### config.mk
export PLATFORM = sky130hd
export DESIGN_NAME = digit_serial_addsub
export DESIGN_NICKNAME = d
export VERILOG_FILES = /design/src/rtl/addsub_pkg.sv /design/src/rtl/cla_slice_4.sv /design/src/rtl/digit_serial_addsub.sv
export SDC_FILE = /design/constraint.sdc
export NUM_CORES = 1
export LEC_CHECK = 0
export ABC_AREA = 1
export BUFFER_PORTS_ARGS = -buffer_cell sky130_fd_sc_hd__buf_2
export CAP_MARGIN = 0
export CORE_UTILIZATION = 43
export CTS_CLUSTER_SIZE = 25
export DETAILED_ROUTE_END_ITERATION = 7
export HOLD_SLACK_MARGIN = 0.15
export MAX_ROUTING_LAYER = met4
export PLACE_DENSITY_LB_ADDON = 0.3
export SYNTH_ARGS = -nofsm -noshare
export SYNTH_HDL_FRONTEND = slang
export SYNTH_SLANG_ARGS = --single-unit
### constraint.sdc
create_clock -name clk -period 2.2 [get_ports clk]
set_input_delay 0.11 -clock clk [delete_from_list [all_inputs] [get_ports clk]]
set_output_delay 0.11 -clock clk [all_outputs]
set_load 0.005 [all_outputs]
### src/rtl/addsub_pkg.sv
// Shared types and constants for the digit-serial adder/subtractor.
package addsub_pkg;

  localparam int unsigned SLICE_W = 4;

  typedef enum logic [1:0] {
    StIdle,
    StRun,
    StDone
  } state_e;

  // Number of 4-bit slices needed for a given operand width.
  function automatic int unsigned num_slices(input int unsigned width);
    return width / SLICE_W;
  endfunction

endpackage

### src/rtl/cla_slice_4.sv
// Combinational 4-bit carry-lookahead slice; every carry is a flat
// generate/propagate sum of products, so there is no ripple path.
module cla_slice_4 (
  input  logic [3:0] a,
  input  logic [3:0] b,
  input  logic       cin,
  output logic [3:0] s,
  output logic       cout
);

  logic [3:0] g;
  logic [3:0] p;
  logic [4:1] c;

  assign g = a & b;
  assign p = a ^ b;

  assign c[1] = g[0] | (p[0] & cin);
  assign c[2] = g[1] | (p[1] & g[0]) | (p[1] & p[0] & cin);
  assign c[3] = g[2] | (p[2] & g[1]) | (p[2] & p[1] & g[0]) | (p[2] & p[1] & p[0] & cin);
  assign c[4] = g[3] | (p[3] & g[2]) | (p[3] & p[2] & g[1]) | (p[3] & p[2] & p[1] & g[0])
              | (p[3] & p[2] & p[1] & p[0] & cin);

  assign s    = p ^ {c[3:1], cin};
  assign cout = c[4];

endmodule

### src/rtl/digit_serial_addsub.sv
// Digit-serial WIDTH-bit adder/subtractor: one 4-bit CLA slice per clock,
// LSB slice first, with a start/done handshake.
// Optional feature: define DIGIT_SERIAL_ADDSUB_OVERFLOW_EN to build the signed
// overflow flag; otherwise overflow is tied low.
module digit_serial_addsub
  import addsub_pkg::*;
#(
  parameter int unsigned WIDTH = 16
) (
  input  logic             clk,
  input  logic             rst_n,
  input  logic             start,
  input  logic             op_sub,
  input  logic [WIDTH-1:0] in1,
  input  logic [WIDTH-1:0] in2,
  output logic             busy,
  output logic             done,
  output logic [WIDTH-1:0] result,
  output logic             c_out,
  output logic             overflow
);

  localparam int unsigned NS   = num_slices(WIDTH);
  localparam int unsigned IdxW = (NS > 1) ? $clog2(NS) : 1;

  state_e            state_q, state_d;
  logic [IdxW-1:0]   idx_q, idx_d;
  logic              carry_q, carry_d;
  logic              sub_q, sub_d;
  logic [WIDTH-1:0]  a_q, a_d;
  logic [WIDTH-1:0]  b_q, b_d;
  logic [WIDTH-1:0]  result_q, result_d;
  logic              c_out_q, c_out_d;
`ifdef DIGIT_SERIAL_ADDSUB_OVERFLOW_EN
  logic              ovf_q, ovf_d;
`endif

  int unsigned       base;
  logic [SLICE_W-1:0] sl_a, sl_b, sl_s;
  logic              sl_cout;
  logic              last;

  // Select the current slice; subtraction inverts in2 here, the +1 enters as carry-in.
  always_comb begin
    base = 32'(idx_q) * SLICE_W;
    sl_a = a_q[base +: SLICE_W];
    sl_b = b_q[base +: SLICE_W] ^ {SLICE_W{sub_q}};
    last = (idx_q == IdxW'(NS - 1));
  end

  cla_slice_4 u_slice (
    .a    (sl_a),
    .b    (sl_b),
    .cin  (carry_q),
    .s    (sl_s),
    .cout (sl_cout)
  );

  // Next-state logic: FSM, operand capture and in-place result update.
  always_comb begin
    state_d  = state_q;
    idx_d    = idx_q;
    carry_d  = carry_q;
    sub_d    = sub_q;
    a_d      = a_q;
    b_d      = b_q;
    result_d = result_q;
    c_out_d  = c_out_q;
`ifdef DIGIT_SERIAL_ADDSUB_OVERFLOW_EN
    ovf_d    = ovf_q;
`endif
    unique case (state_q)
      StIdle: begin
        if (start) begin
          a_d     = in1;
          b_d     = in2;
          sub_d   = op_sub;
          idx_d   = '0;
          carry_d = op_sub;
          state_d = StRun;
        end
      end
      StRun: begin
        result_d[base +: SLICE_W] = sl_s;
        c_out_d = sl_cout;
        carry_d = sl_cout;
        if (last) begin
`ifdef DIGIT_SERIAL_ADDSUB_OVERFLOW_EN
          ovf_d = (sl_a[SLICE_W-1] == sl_b[SLICE_W-1]) && (sl_s[SLICE_W-1] != sl_a[SLICE_W-1]);
`endif
          state_d = StDone;
        end else begin
          idx_d = idx_q + 1'b1;
        end
      end
      StDone: begin
        state_d = StIdle;
      end
      default: begin
        state_d = StIdle;
      end
    endcase
  end

  // State registers with asynchronous abort to reset values.
  always_ff @(posedge clk or negedge rst_n) begin
    if (!rst_n) begin
      state_q  <= StIdle;
      idx_q    <= '0;
      carry_q  <= 1'b0;
      sub_q    <= 1'b0;
      a_q      <= '0;
      b_q      <= '0;
      result_q <= '0;
      c_out_q  <= 1'b0;
`ifdef DIGIT_SERIAL_ADDSUB_OVERFLOW_EN
      ovf_q    <= 1'b0;
`endif
    end else begin
      state_q  <= state_d;
      idx_q    <= idx_d;
      carry_q  <= carry_d;
      sub_q    <= sub_d;
      a_q      <= a_d;
      b_q      <= b_d;
      result_q <= result_d;
      c_out_q  <= c_out_d;
`ifdef DIGIT_SERIAL_ADDSUB_OVERFLOW_EN
      ovf_q    <= ovf_d;
`endif
    end
  end

  assign busy   = (state_q != StIdle);
  assign done   = (state_q == StDone);
  assign result = result_q;
  assign c_out  = c_out_q;
`ifdef DIGIT_SERIAL_ADDSUB_OVERFLOW_EN
  assign overflow = ovf_q;
`else
  assign overflow = 1'b0;
`endif

endmodule

# After elaboration in Yosys (flattened, before gate mapping)
# Cells that the tools add are included.
[op_classes] add_sub_neg=2 eq_ne=6 shift=4 n_mux=9 n_bitwise=30 n_reduce_logical=7
[op_table] operator="4-bit negation with 34-bit output" n=1
[op_table] operator="4-bit by 34-bit variable shift with 16-bit output, first input constant" n=1
[op_table] operator="4-bit by 34-bit indexed part select with 16-bit output" n=1
[op_table] operator="16-bit by 5-bit indexed part select with 4-bit output" n=2
[op_table] operator="1-bit AND" n=16
[op_table] operator="16-bit bitwise mux" n=1
[op_table] operator="4-bit XOR" n=3
[op_table] operator="1-bit OR" n=10
[op_table] operator="2-bit two-way mux" n=4
[op_table] operator="2-bit case mux with 2 select lines" n=2
[op_table] operator="2-bit != test, second input constant" n=3
[op_table] operator="2-bit AND reduction" n=3
[op_table] operator="4-bit AND" n=1
[op_table] operator="2-bit equality test, second input constant" n=2
[op_table] operator="2-bit nonzero test" n=2
[op_table] operator="3-bit AND reduction" n=1
[op_table] operator="2-bit by 1-bit adder with 2-bit output, second input constant" n=1
[op_table] operator="2-bit by 1-bit equality test with 1-bit output, second input constant" n=1
[op_table] operator="2-bit logical NOT" n=1
[op_table] operator="1-bit case mux with 2 select lines" n=1
[op_table] operator="1-bit two-way mux" n=1
[totals] reg_bits=55 in_bits=36 out_inout_bits=20 elab_cells=66

# Longest topological paths before layout
[logic_depth] ltp_word=10 ltp_mapped=15 ltp_nobuf=14

# Hierarchy
# Synthesis repeated with hierarchy kept, for this count alone.
[hier_totals] hier_cells=364 hier_area_um2=2830.2
[by_module_without_submodules] module="digit_serial_addsub" n_inst=1 cells_each=333 area_per_inst_um2=2641.3 seq_area_each_um2=1376.3
[by_module_without_submodules] module="cla_slice_4" n_inst=1 cells_each=31 area_per_inst_um2=188.9 seq_area_each_um2=0.0

# Worst setup path before layout
# OpenSTA, ideal clock, no wires.
[synth_path] path_kind="reg2reg" from="reg idx_q[0]" to="reg c_out_q, in the netlist c_out" setup_ns=0.128 t_arrival_ns=1.916 t_required_ns=2.072 path_slack_ns=0.156 stages_incl_launch_ff=12 path_buffers=2 synth_period_minus_slack_ns=2.044 cell_sequence="dfrtp_1 inv_1 buf_2 buf_6 o21ai_0 o22ai_1 ha_1 or2_0 nand2_1 a21oi_1 o21ai_0 nand2_1"
[synth_via] elab_chain_cells=8 word_cells_on_any_way=16 classes_between="2 x shift; 14 x bitwise"
[synth_rtl] element="start: declaration" line="digit_serial_addsub.sv:27" rtl="logic [IdxW-1:0] idx_q, idx_d;"
[synth_rtl] element="start signal: assignment" line="digit_serial_addsub.sv:121" rtl="idx_q <= idx_d;"
[synth_rtl] element="16-bit by 5-bit indexed part select with 4-bit output" line="digit_serial_addsub.sv:47" rtl="sl_b = b_q[base +: SLICE_W] ^ {SLICE_W{sub_q}};"
[synth_rtl] element="4-bit XOR" line="digit_serial_addsub.sv:47"
[synth_rtl] element="4-bit XOR or 4-bit AND (tied branches)" line="cla_slice_4.sv:16, cla_slice_4.sv:15"
[synth_rtl] element="1-bit AND (on tied branches)" line="cla_slice_4.sv:21, cla_slice_4.sv:22"
[synth_rtl] element="1-bit OR (tied with other cells) (2 in a row)" line="cla_slice_4.sv:21" rtl="assign c[4] = g[3] | (p[3] & g[2]) | (p[3] & p[2] & g[1]) | (p[3] & p[2] & p[1] & g[0])"
[synth_rtl] element="1-bit OR or 1-bit AND (tied branches)" line="cla_slice_4.sv:21, cla_slice_4.sv:22"
[synth_rtl] element="1-bit OR (*)" line="cla_slice_4.sv:22" rtl="| (p[3] & p[2] & p[1] & p[0] & cin);"
[synth_rtl] element="end signal: assignment" line="digit_serial_addsub.sv:127" rtl="c_out_q <= c_out_d;"
[synth_rtl] element="end: declaration" line="digit_serial_addsub.sv:33" rtl="logic c_out_q, c_out_d;"
# Every way passes the cells marked *; elsewhere a longest branch is shown, timed or not.
# A chain may end at the register's enable or synchronous reset.

# Worst setup path in the final report
[layout_path] from="reg idx_q[0]" to="reg result_q[14], in the netlist result[14]"
[layout_via] elab_chain_cells=10 word_cells_on_any_way=25 classes_between="1 x add/sub; 4 x shift; 1 x mux; 19 x bitwise"
[layout_rtl] element="16-bit by 5-bit indexed part select with 4-bit output" line="digit_serial_addsub.sv:47"
[layout_rtl] element="4-bit XOR" line="digit_serial_addsub.sv:47"
[layout_rtl] element="4-bit XOR or 4-bit AND (tied branches)" line="cla_slice_4.sv:16, cla_slice_4.sv:15"
[layout_rtl] element="1-bit AND" line="cla_slice_4.sv:20" rtl="assign c[3] = g[2] | (p[2] & g[1]) | (p[2] & p[1] & g[0]) | (p[2] & p[1] & p[0] & cin);"
[layout_rtl] element="1-bit OR or 1-bit AND (tied branches) (2 in a row)" line="cla_slice_4.sv:20"
[layout_rtl] element="1-bit OR" line="cla_slice_4.sv:20"
[layout_rtl] element="4-bit XOR" line="cla_slice_4.sv:24" rtl="assign s = p ^ {c[3:1], cin};"
[layout_rtl] element="4-bit by 34-bit indexed part select with 16-bit output" line="digit_serial_addsub.sv:84" rtl="result_d[base +: SLICE_W] = sl_s;"
[layout_rtl] element="16-bit bitwise mux (*)" line="digit_serial_addsub.sv:84"
[layout_rtl] element="end signal: assignment" line="digit_serial_addsub.sv:126" rtl="result_q <= result_d;"
[layout_rtl] element="end: declaration" line="digit_serial_addsub.sv:32" rtl="logic [WIDTH-1:0] result_q, result_d;"
# Marked as above.

==> Implementation_results.wiki <==
{| class="wikitable"
! Metric !! Value
|-
| Result of the run || finished, final reports clean
|-
| Instance count of the mapped netlist || 340
|-
| Cell count after placement || 464
|-
| Critical path depth in cells || 13
|-
| Number of CTS-inserted buffers || 5
|-
| Worst setup path category || register to register
|-
| Arrival time reported for the critical path endpoint || 2.33 ns
|-
| Summed instance area of the synthesized netlist || 2729 um^2
|-
| Biggest area contributors in the synthesized netlist || dfrtp_1, nand2_1, ha_1
|-
| Post-detailed-placement half-perimeter wirelength || 4083 um
|-
| Fin Hold WS || 0.3134 ns
|-
| Drt via density || 4.848
|-
| Most common flop cell mapped by yosys || dfrtp_1
|-
| Number of primary I/O pins || 56
|-
| Maximum number of pins on one net before global-route repair || 56
|-
| Leftover overflow at the end of global routing || 0
|-
| Power density over cell area || 1532 nW/um^2
|-
| Via count || 2458
|-
| Final max-slew violation count || 0
|-
| Total Wirelength || 6015 um
|-
| CTS tree || built
|-
| Count of input and output buffers || 54
|-
| Count of max-cap constraint violations || 0
|-
| Die outline width || 81.67 um
|-
| CTS root buf || clkbuf_8
|-
| Worst clock skew on the final layout || 0.009238 ns
|-
| Layout cell share with drive strength beyond 1 || 21.06%
|-
| Setup slack of the critical path after layout || 0.1168 ns
|-
| Clock slew at the register clock pins of the worst setup and hold paths || 0.09 ns
|-
| Pin slew with the least headroom to its limit || 0.5182 ns
|-
| Source-to-sink clock delay at the later pin of the worst-skew pair || 0.31 ns
|-
| CTS H-Tree Depth || 2
|-
| Syn nets || 387
|-
| Minimum period implied by the final worst setup slack || 2.083 ns
|-
| Clock tree buffer depth || 2
|-
| Setup crit start || idx_q[0]
|-
| Count of antenna-violating nets left after detailed routing || 0
|-
| Peak supply drop || 0.7562 mV
|-
| CP max stage cell || dfrtp_1
|-
| Top post-synthesis cells by count || nand2_1, dfrtp_1, inv_1, o21ai_0
|-
| Family with the most delay on the worst path || simple AND/OR/NAND/NOR gates
|-
| Antenna violations before repair || 0
|-
| Post-synth top area share || 50.44%
|-
| Cell count of the worst reg-to-reg path || 13
|-
| Height of the die || 81.67 um
|-
| Number of placement rows || 28
|-
| Final TNS setup || 0 ns
|-
| Setup Slack @ Placement || 0.06633 ns
|-
| Number of DRC markers after the initial detailed-route iteration || 79
|-
| Dominant cell by count in the synthesized netlist || nand2_1
|-
| Final cell count without fillers || 507
|-
| YS warnings || 0
|-
| Crit start category || register
|-
| Launch point of the worst reg-to-reg path || idx_q[0]
|-
| Clk sink count || 55
|-
| Core Region || 6026 um^2
|-
| Layout fillers || 558
|-
| Number of global-route vias before repair || 2248
|-
| First-pass DRT Iterations || 6
|-
| Global router's overall resource usage || 19.66%
|-
| Post-synth EDFFs || 0
|-
| Static power due to leakage || 1.923 nW
|-
| Path class of the lowest-slack min-delay path || input port to asynchronous set/reset pin
|-
| Final worst-path cycle share || 94.69%
|-
| FMAX || 480.0 MHz
|-
| Starting utilization of the core area || 45.29%
|-
| Post-synthesis cell type with the largest combined area || dfrtp_1
|-
| Synthesis-to-finish area growth || 31.59%
|-
| Die ar. || 6669 um^2
|-
| Gpl congestion || 0.9338
|-
| Number of buffers and inverters on the critical path || 1
|-
| Share of synthesized area occupied by flip-flops and latches || 50.44%
|-
| Routed length per instance || 11.86 um
|-
| Fraction of registers with async set or reset after synthesis || 100.0%
|-
| Worst slew margin relative to its limit || 65.40%
|-
| Number of failing hold endpoints at the final stage || 0
|-
| # diodes || 0
|-
| Required time worst endpoint || 2.44 ns
|-
| Post-synthesis area per instance || 8.026 um^2
|-
| Chain of cells forming the critical path || buf_4, nand2_1, nand3_1, nand2_1, xor2_1, ha_2, nand3_1, nand3_1, nand2_1, nand3_2, nor2_2, nand2_1, nand2_1
|-
| RSZ-0062 raised after global routing || yes
|-
| Synthesized flop and latch total || 55
|-
| Max Fanout on Critical Path || 13
|-
| First-pass GRT wire length || 9687 um
|-
| Critical path capture point type || register
|-
| Max stage delay on crit path || 0.41 ns
|-
| Number of DRC violations after detailed routing || 0
|-
| Most Frequent Cell on Critical Path || nand2_1
|-
| Net count reported at finish || 478
|-
| Distinct cells, synth || 26
|-
| Endpoints failing setup || 0
|}
-- power breakdown --
| part | switching [mW] | internal (mW) | total [mW] |
|---|---|---|---|
| logic | 1.94 | 1.19 | 3.13 |
| clock network | 0.317 | 0.369 | 0.685 |
| registers | 0.248 | 1.44 | 1.69 |
| total | 2.50 | 3.00 | 5.50 |
-- sequential cells by signal (all words and copies together) (netlist names) --
name / flops
result: 16
carry_q: 1
a_q: 16
state_q: 2
sub_q: 1
c_out: 1
b_q: 16
idx_q: 2
-- placed cells by master (no fill, tap or decap), types with 2 or more instances in the layout --
master,n
nand2_1,154
xor2_1,3
nor3_1,2
nor2_4,2
nand4_1,4
o21ai_0,18
o22ai_1,3
o31ai_1,2
inv_1,18
clkbuf_8,6
buf_4,7
nand3_1,14
inv_2,6
ha_1,9
nand2_2,4
nand3_2,2
o21ai_1,6
a21oi_1,2
buf_2,54
dlygate4sd3_1,34
nor2_1,14
xor2_2,2
buf_12,2
dfrtp_1,55
-- metal layers --
metal  track usage, %  routed length (um)
met1            23.13                2750
met5                -                   0
met3            3.556                 204
met2            34.00                2956
met4            6.316                 104
-- metrics by stage --
step / power, mW / utilization [%] / instance area, um^2
2_1_floorplan: 3.757 / - / 2729
3_3_place_gp: 4.459 / 51.37 / 3095
3_5_place_dp: 4.548 / 51.37 / 3095
4_1_cts: 5.290 / 58.97 / 3553
5_1_grt: 5.992 / 59.59 / 3591
6_report: 5.500 / 59.59 / 3591
-- cells by family after synthesis --
logic type               count (synthesis)  share of synthesized area, %
AO/OA/AOI/OAI                           33                         6.649
flip-flops                              55                         50.44
XOR/XNOR                                 5                         1.605
other                                    1                        0.1374
AND/OR/NAND/NOR                        198                         29.53
buffers and inverters                   37                         6.327
adder cells (fa/ha/maj)                 11                         5.319
-- timing repair --
action | CTS | global route
hold buffers | 34 | 0
resized for setup | 0 | 11
endpoints found under the hold margin | 88 | 0
buffers inserted | 0 | 1
endpoints found under the setup margin | 0 | 14
-- path summary, 6_finish.rpt --
kind                       slack [ns]          to
setup reg to reg                 0.12  result[14]
setup / recovery                 0.12  result[14]
min in group clk                 0.43      b_q[3]
hold / removal                   0.31     b_q[12]
max in group asynchronous        1.62  state_q[1]
hold reg to reg                  0.48      a_q[7]
-- final cells by class --
type / instances / area [um^2] / area share (%)
Clock buffer: 6 / 82.58 / 2.300
Clock inverter: 2 / 35.03 / 0.9756
Inverter: 24 / 90.09 / 2.509
Multi-Input combinational cell: 248 / 1210 / 33.69
Sequential cell: 55 / 1376 / 38.33
Tap cell: 75 / 93.84 / 2.613
Timing Repair Buffer: 97 / 703.2 / 19.58
-- worst min-delay path, stage by stage --
cell           delay, ns
dlygate4sd3_1       0.52
buf_2               0.12
buf_12              0.25
No activity file was read; power rests on OpenSTA's default activity.
